$ cat config.mk
export PLATFORM = sky130hd
export DESIGN_NAME = uart_tx_arb
export DESIGN_NICKNAME = d
export VERILOG_FILES = /design/src/rtl/uart_tx_arb.sv
export SDC_FILE = /design/constraint.sdc
export NUM_CORES = 1
export LEC_CHECK = 0
export ABC_AREA = 1
export CAP_MARGIN = 40
export CORE_UTILIZATION = 35
export DETAILED_ROUTE_END_ITERATION = 16
export GPL_TIMING_DRIVEN = 0
export PLACE_DENSITY = 0.49
export SYNTH_ARGS = -nofsm -noshare
export SYNTH_HDL_FRONTEND = slang
export SYNTH_SLANG_ARGS = --single-unit
$ cat constraint.sdc
create_clock -name clk -period 2.63 [get_ports clk]
set_input_delay 0.3945 -clock clk [delete_from_list [all_inputs] [get_ports clk]]
set_output_delay 0.3945 -clock clk [all_outputs]
set_load 0.05 [all_outputs]
$ cat src/rtl/uart_tx_arb.sv
// Multi-channel UART transmitter: per-requester byte FIFOs drained round-robin
// into a single 8N1/8N2 serializer.
module uart_tx_arb #(
  parameter int unsigned N_CH        = 2,
  parameter int unsigned DEPTH       = 4,
  parameter int unsigned CLK_FREQ_HZ = 50000000,
  parameter int unsigned BAUD_RATE   = 115200,
  parameter int unsigned STOP_BITS   = 1,
  localparam int unsigned CH_W       = (N_CH > 1) ? $clog2(N_CH) : 1
) (
  input  logic                clk,
  input  logic                reset,
  input  logic [N_CH-1:0]     wr_valid,
  input  logic [8*N_CH-1:0]   wr_data,
  output logic [N_CH-1:0]     ch_full,
  output logic [N_CH-1:0]     ch_overflow,
  input  logic [N_CH-1:0]     ovf_clear,
  output logic [CH_W-1:0]     tx_ch,
  output logic                busy,
  output logic                uart_tx
);

  localparam int unsigned DIV    = CLK_FREQ_HZ / BAUD_RATE;
  localparam int unsigned BAUD_W = (DIV > 1) ? $clog2(DIV) : 1;
  localparam int unsigned PTR_W  = $clog2(DEPTH);
  localparam int unsigned CNT_W  = PTR_W + 1;

  typedef enum logic [1:0] {S_IDLE, S_START, S_DATA, S_STOP} state_t;

  state_t            state_q, state_d;
  logic [N_CH-1:0]   not_empty;
  logic [N_CH-1:0]   pop;
  logic [7:0]        head [N_CH];
  logic              grant_vld;
  logic [CH_W-1:0]   grant_ch;
  logic [CH_W-1:0]   rr_ptr;
  logic [BAUD_W-1:0] baud_cnt;
  logic              baud_end;
  logic [2:0]        bit_cnt;
  logic [7:0]        shreg;
  logic              tx_bit_c;

  // Per-channel FIFO; a write to a full channel is dropped and flagged.
  for (genvar i = 0; i < N_CH; i++) begin : g_ch
    logic [7:0]       mem [DEPTH];
    logic [PTR_W-1:0] wr_ptr, rd_ptr;
    logic [CNT_W-1:0] count, count_next;
    logic             full_q, ovf_q, push;

    assign push         = wr_valid[i] & ~full_q;
    assign count_next   = count + CNT_W'(push) - CNT_W'(pop[i]);
    assign not_empty[i] = (count != '0);
    assign head[i]      = mem[rd_ptr];
    assign ch_full[i]     = full_q;
    assign ch_overflow[i] = ovf_q;

    always_ff @(posedge clk) begin
      if (push) mem[wr_ptr] <= wr_data[8*i +: 8];
    end

    always_ff @(posedge clk or posedge reset) begin
      if (reset) begin
        wr_ptr <= '0;
        rd_ptr <= '0;
        count  <= '0;
        full_q <= 1'b0;
        ovf_q  <= 1'b0;
      end else begin
        if (push)   wr_ptr <= wr_ptr + 1'b1;
        if (pop[i]) rd_ptr <= rd_ptr + 1'b1;
        count  <= count_next;
        full_q <= (count_next == CNT_W'(DEPTH));
        if (wr_valid[i] && full_q) ovf_q <= 1'b1;
        else if (ovf_clear[i])     ovf_q <= 1'b0;
      end
    end
  end

  // Round-robin scan from rr_ptr+1; iterating downward leaves the nearest winner.
  always_comb begin : arb
    int unsigned idx;
    idx       = 0;
    grant_vld = 1'b0;
    grant_ch  = rr_ptr;
    for (int unsigned off = N_CH; off >= 1; off--) begin
      idx = (32'(rr_ptr) + off) % N_CH;
      if (not_empty[CH_W'(idx)]) begin
        grant_vld = 1'b1;
        grant_ch  = CH_W'(idx);
      end
    end
  end

  always_comb begin
    pop = '0;
    if (state_q == S_IDLE && grant_vld) pop[grant_ch] = 1'b1;
  end

  assign busy     = (|not_empty) | (state_q != S_IDLE);
  assign baud_end = (baud_cnt == BAUD_W'(DIV - 1));

  always_ff @(posedge clk or posedge reset) begin
    if (reset) state_q <= S_IDLE;
    else       state_q <= state_d;
  end

  always_comb begin
    state_d = state_q;
    unique case (state_q)
      S_IDLE:  if (grant_vld) state_d = S_START;
      S_START: if (baud_end) state_d = S_DATA;
      S_DATA:  if (baud_end && bit_cnt == 3'd7) state_d = S_STOP;
      S_STOP:  if (baud_end && bit_cnt == 3'(STOP_BITS - 1)) state_d = S_IDLE;
      default: state_d = S_IDLE;
    endcase
  end

  always_comb begin
    tx_bit_c = 1'b1;
    unique case (state_q)
      S_START: tx_bit_c = 1'b0;
      S_DATA:  tx_bit_c = shreg[0];
      default: tx_bit_c = 1'b1;
    endcase
  end

  // Serializer datapath; baud phase restarts at every grant.
  always_ff @(posedge clk or posedge reset) begin
    if (reset) begin
      baud_cnt <= '0;
      bit_cnt  <= '0;
      shreg    <= '0;
      tx_ch    <= '0;
      rr_ptr   <= CH_W'(N_CH - 1);
      uart_tx  <= 1'b1;
    end else begin
      uart_tx <= tx_bit_c;
      if (state_q == S_IDLE) begin
        baud_cnt <= '0;
        bit_cnt  <= '0;
        if (grant_vld) begin
          shreg  <= head[grant_ch];
          tx_ch  <= grant_ch;
          rr_ptr <= grant_ch;
        end
      end else begin
        baud_cnt <= baud_end ? '0 : baud_cnt + 1'b1;
        if (baud_end) begin
          if (state_q == S_DATA) shreg <= shreg >> 1;
          bit_cnt <= (state_d != state_q) ? 3'd0 : bit_cnt + 3'd1;
        end
      end
    end
  end

endmodule

Yosys cells after proc, flatten, opt, wreduce, memory -nomap -nowiden
Memories as Yosys holds them, arrays and structs flattened.
Index checks and enable logic that the tools add are counted.
{ "totals": {"output_inout_bits": 7, "memories": 2, "mem_bits_rw": 64, "input_bits": 22, "reg_bits": 43, "wordCells": 106} }
{ "op_classes": {"mux": 37, "n_eq_ne": 9, "n_lt_le_gt_ge": 5, "bitwise": 6, "add_sub_neg": 12, "n_reduce_logical": 18} }
{ "mem_list": {"columns": ["name", "depth", "width", "read_ports", "rd_ports_with_merged_regs", "wr", "line", "rtl"], "rows": [
  ["g_ch[0].mem", 4, 8, 1, 0, 1, "45", "logic [7:0] mem [DEPTH];"],
  ["g_ch[1].mem", 4, 8, 1, 0, 1, "45", null]
]} }
{ "ops": {"columns": ["op", "n"], "rows": [
  ["$mux 8", 7],
  ["$mux 9", 2],
  ["$mux 1", 17],
  ["$mux 2", 5],
  ["$reduce_bool 2->1", 5],
  ["$add 9x1->9 const B", 1],
  ["$eq 3x3->1 const B", 3],
  ["$eq 9x9->1 const B", 1],
  ["$mux 3", 3],
  ["$add 2x1->2 const B", 4],
  ["$pmux 2 s4", 1],
  ["$add 3x1->3", 2],
  ["$logic_and 1x1->1", 6],
  ["$lt 1x2->1 const B", 3],
  ["$reduce_bool 3->1", 2],
  ["$sub 3x1->3", 2],
  ["$eq 2x2->1 const B", 2],
  ["$add 3x1->3 const B", 1],
  ["$logic_not 3->1", 1],
  ["$reduce_and 3->1", 1],
  ["$add 1x1->1 const B", 2],
  ["$and 1x1->1", 2],
  ["$eq 2x1->1 const B", 1],
  ["$ge 2x2->1 const B", 1],
  ["other kinds (11)", 12]
]} }

Longest topological paths before layout
{ "depth": {"word_depth": 12, "depth_mapped": 13, "depth_no_buf": 12} }

Worst setup path before layout
Ideal clock, no wire load.
{ "synth_path": {"path_kind": "reg2reg", "start": "register g_ch[0].count[1]", "end": "register g_ch[0].full_q", "setup_ps": 88, "arrival_time_ps": 2312, "synth_period_minus_slack_ps": 2400, "stages_incl_launch_ff": 13, "setup_slack_ps": 230, "t_required_ps": 2542, "n_path_buf": 1, "path_cell_list": "dfrtp_1 > nor2_2 > nand2_2 > o21ai_2 > buf_6 > nor2_2 > ha_1 > inv_1 > ha_1 > fa_1 > xnor2_1 > xor2_1 > nor3b_1"} }
{ "synth_between": {"elab_chain_len": 12} }
{ "synth_lines": {"columns": ["item", "line", "rtl"], "rows": [
  ["start, declared", "47", "logic [CNT_W-1:0] count, count_next;"],
  ["start signal, assigned", "71", "count <= count_next;"],
  ["$reduce_bool 3->1 *", "52", "assign not_empty[i] = (count != '0);"],
  ["$mux 1 (not written as such) (2 in series)", "87", "if (not_empty[CH_W'(idx)]) begin"],
  ["$mux 1 (2 in series)", "87", null],
  ["$lt 1x2->1 (not written as such) / $ge 1x1->1 (equally long branches)", "96", "if (state_q == S_IDLE && grant_vld) pop[grant_ch] = 1'b1;"],
  ["$logic_and 1x1->1 (not written as such)", "96", null],
  ["$mux 1 (not written as such)", "96", null],
  ["$demux 1 s1", "96", null],
  ["$mux 2 *", "96", null],
  ["named net pop[0]", "32", "logic [N_CH-1:0] pop;"],
  ["$sub 3x1->3 *", "51", "assign count_next = count + CNT_W'(push) - CNT_W'(pop[i]);"],
  ["named net g_ch[0].count_next[2]", "47", null],
  ["$eq 3x3->1 *", "72", "full_q <= (count_next == CNT_W'(DEPTH));"],
  ["end signal, assigned", "72", null],
  ["end, declared", "48", "logic full_q, ovf_q, push;"]
]} }
Mark *: on every way through the listed nets, which the timed path passes. The rest lies on a longest branch. The select of a mux whose other input is x is not followed.
A chain may end at the register's enable or synchronous reset.

Worst setup path after layout
{ "layout_path": {"start": "register g_ch[0].count[0]", "end": "register g_ch[0].full_q"} }
The elaborated chain is that of the path after synthesis.

==> results.md <==
• **DIE HEIGHT** 119 um
• **Detail Placement HPWL** 6.42 mm
• **maximum buffer depth of the clock tree** 2
• **commonest cells in the synthesized netlist** sky130_fd_sc_hd__nand2_1 (77), sky130_fd_sc_hd__edfxtp_1 (64), sky130_fd_sc_hd__nor2_1 (53)
• **final core utilization** 42.9%
• **post-synthesis async set-or-reset flop share** 40.2%
• **data arrival time of the critical path** 2740 ps
• **share of Yosys cell area claimed by the top area cell type** 40.0%
• **kind of launch point of the worst setup path** flip-flop
• **clock root cell** sky130_fd_sc_hd__clkbuf_16
• **clock period minus worst slack** 2480 ps
• **worst slew slack as a fraction of its limit** 45.3%
• **number of H-tree levels** 3
• **initial core utilization** 36.2%
• **post-synthesis instance area** 4810 um^2
• **fraction of layout instances using a drive strength above 1** 14.3%
• **Slew Viols, Final** 0
• **pin count of the biggest net entering global routing** 23
• **count of boundary I/O pins** 29
• **period utilisation layout** 94.2%
• **synthesized netlist cell count** 446
• **post-detailed-routing wire length** 9.16 mm
• **Cells after DPL** 651
• **startpoint-to-endpoint class of the critical path** reg -> reg
• **clock latency on the worst-skew pair** 350 ps
• **number of rows created at floorplan** 42
• **TritonCTS clock tree** built
• **wire length of the first global-routing pass** 15.5 mm
• **Worst-Margin Slew** 817 ps
• **Synth area leaders** sky130_fd_sc_hd__edfxtp_1 (40%), sky130_fd_sc_hd__dfrtp_1 (21%), sky130_fd_sc_hd__nand2_1 (6.0%)
• **number of distinct library cell variants in the gate-level netlist after synthesis** 34
• **RD Place Congestion** 0.761
• **maximum net fanout on the critical path** 3
• **kind of capture point of the worst setup path** flip-flop
• **n_diodes** 0
• **Pwr per Cell Area** 769 nW/um^2
• **final cell count without fillers** 673
• **IO Port Bufs** 28
• **number of clock sinks** 107
• **overflow left after global routing** 0
• **clock-pin slew of the registers on the worst-case setup and hold paths** 70 ps
• **count of hold buffers inserted by post-cts repair** 0
• **combined global-route utilization of all metal layers** 14.3%
• **required time of the critical path** 2890 ps
• **core area** 13,300 um^2
• **DRC Markers** 0
• **initial antenna violation count** 0
• **full die area** 14,200 um^2
• **cell type with the largest total area after synthesis** sky130_fd_sc_hd__edfxtp_1
• **HP Class** in -> async
• **Setup WS post-layout** 152 ps
• **first-pass iteration count of the detailed router** 4
• **R2R Path End** g_ch[0].full_q$_DFF_PP0_
• **launch instance of the worst register-to-register path** g_ch[0].count[0]$_DFF_PP0_
• **result of the run** finished clean
• **post-DR vias/cell** 4.56
• **Die Span X** 119 um
• **setup slack after placement** -116 ps
• **Static Leakage** 2.37 nW
• **Yosys Warn Count** 0
• **sequential share of the synthesized area** 62.4%
• **number of nets produced by synthesis** 487
• **Antenna Nets Post-Route** 0
• **via count of the first global-routing pass** 3,071
• **total of flip-flops plus latches after synthesis** 107
• **fillcell total** 1,289
• **post-synthesis average cell area** 10.8 um^2
• **final-report setup violation count** 0
• **maximum clock skew at final layout** 10.3 ps
• **flip-flop cell with the highest count after synthesis** sky130_fd_sc_hd__edfxtp_1
• **synth-to-layout area growth** 18.5%
• **leading cell type by number of instances after synthesis** sky130_fd_sc_hd__nand2_1
• **maximum vdd ir drop** 357 uV
• **number of cells on the worst reg-to-reg path** 12
• **summed negative setup slack over all endpoints** 0 ps
• **routed length per instance** 13.6 um
• **reg2reg setup slack** 150 ps
• **number of buffers created by CTS** 9
• **final-report hold violation count** 0
• **max-cap violations** 0
• **Total Nets Final** 534
• **drt first-iter violations** 182
• **number of synthesized flops with an enable pin** 64
• **vias post-DR** 3,072
• **fmax** 404 MHz
critical path: stages (launching register included):
cell and delay, ps:
sky130_fd_sc_hd__dfrtp_1 390, sky130_fd_sc_hd__nor2_2 160, sky130_fd_sc_hd__nand2_4 100, sky130_fd_sc_hd__o21ai_4 170, sky130_fd_sc_hd__buf_6 120, sky130_fd_sc_hd__nor2_4 40, sky130_fd_sc_hd__ha_1 280, sky130_fd_sc_hd__inv_1 40
sky130_fd_sc_hd__ha_1 180, sky130_fd_sc_hd__fa_2 330, sky130_fd_sc_hd__xnor2_1 180, sky130_fd_sc_hd__xor2_1 190, sky130_fd_sc_hd__nor3b_2 200
kinds of logic after synthesis:
group | after synthesis | synth area share (%)
xor+xnor | 10 | 1.98
buf+inv | 68 | 6.22
simple gates | 184 | 17.0
fa+ha+maj | 19 | 5.26
compound gates | 58 | 7.10
flops | 107 | 62.4
sequential cells by signal (all words and copies together), names as in the netlist, 3 cells and up:
name / flops
g_ch.mem: 64
baud_cnt: 9
shreg: 8
g_ch.count: 6
g_ch.rd_ptr: 4
g_ch.wr_ptr: 4
bit_cnt: 3
layer usage:
layer	up-vias	part of all wire [%]	global-route usage (%)
met3	6	3.6	3.88
met1	1458	47	19.0
met5	-	0	0
met2	45	49	23.0
li1	1563	-	-
met4	0	0.95	3.72
through the flow:
step                      total power [W]  hold slack (ps)  area (um^2)
final                             0.00438              412         5700
after global routing              0.00463              467         5700
after CTS                         0.00434              435         5630
after detailed placement          0.00306              480         5340
after global placement            0.00302              469         5310
after floorplan                   0.00280              452         4810
cell type report:
type	instances	area (um^2)	share of cell area, %
buffer	15	103	1.80
clock buffer	9	225	3.95
inverter	53	200	3.51
multi-input combinational	271	1540	27.1
timing repair buffer	36	360	6.32
tap	176	220	3.86
clock inverter	6	46.3	0.812
sequential	107	3000	52.6
power breakdown:
part	switching [W]	total (W)	leakage (nW)	internal [W]
registers	0.000101	0.00219	1.11	0.00209
logic	0.000547	0.000941	1.13	0.000394
clock network	0.000604	0.00125	0.131	0.000648
repair_timing:
action / CTS / global route
endpoints found under the hold margin: 0 / 0
gates cloned: 0 / 0
gates resized for setup: 1 / 8
endpoints found under the setup margin: 1 / 2
pin swaps: 0 / 7
buffers inserted: 2 / 5
cell usage in the layout (no fill, tap or decap), types with 2 or more instances in the layout:
cell type,count
sky130_fd_sc_hd__nand2_1,76
sky130_fd_sc_hd__edfxtp_1,64
sky130_fd_sc_hd__nor2_1,53
sky130_fd_sc_hd__inv_1,44
sky130_fd_sc_hd__dfrtp_1,41
sky130_fd_sc_hd__nand3_1,31
sky130_fd_sc_hd__clkdlybuf4s50_1,28
sky130_fd_sc_hd__a21oi_1,26
sky130_fd_sc_hd__o21ai_0,18
sky130_fd_sc_hd__ha_1,17
sky130_fd_sc_hd__buf_4,13
sky130_fd_sc_hd__clkbuf_16,9
sky130_fd_sc_hd__inv_2,8
sky130_fd_sc_hd__o211ai_1,8
sky130_fd_sc_hd__buf_2,7
sky130_fd_sc_hd__xor2_1,6
sky130_fd_sc_hd__nor3_1,5
sky130_fd_sc_hd__nor2_2,4
sky130_fd_sc_hd__nor2_4,4
sky130_fd_sc_hd__inv_6,4
sky130_fd_sc_hd__nand2_2,3
sky130_fd_sc_hd__xnor2_1,3
sky130_fd_sc_hd__nand2_4,2
sky130_fd_sc_hd__o21ai_4,2
sky130_fd_sc_hd__buf_6,2
sky130_fd_sc_hd__nor3b_2,2
sky130_fd_sc_hd__a22oi_1,2
sky130_fd_sc_hd__fa_2,2
sky130_fd_sc_hd__dfstp_2,2
worst max-delay path by stage:
| stage | slack (ps) | to | from | cells past startpoint |
|---|---|---|---|---|
| finish | 150 | g_ch[0].full_q$_DFF_PP0_ | g_ch[0].count[0]$_DFF_PP0_ | 12 |
| global route | -10 | g_ch[0].full_q$_DFF_PP0_ | g_ch[0].count[0]$_DFF_PP0_ | 12 |
| CTS | 30 | g_ch[0].full_q$_DFF_PP0_ | g_ch[1].count[1]$_DFF_PP0_ | 11 |
| detailed placement | -120 | g_ch[0].full_q$_DFF_PP0_ | wr_valid[0] | 9 |
| global placement | -90 | g_ch[0].full_q$_DFF_PP0_ | wr_valid[0] | 9 |
| floorplan | 230 | g_ch[0].full_q$_DFF_PP0_ | g_ch[0].count[1]$_DFF_PP0_ | 12 |
No activity file was read; power rests on OpenSTA's default activity.
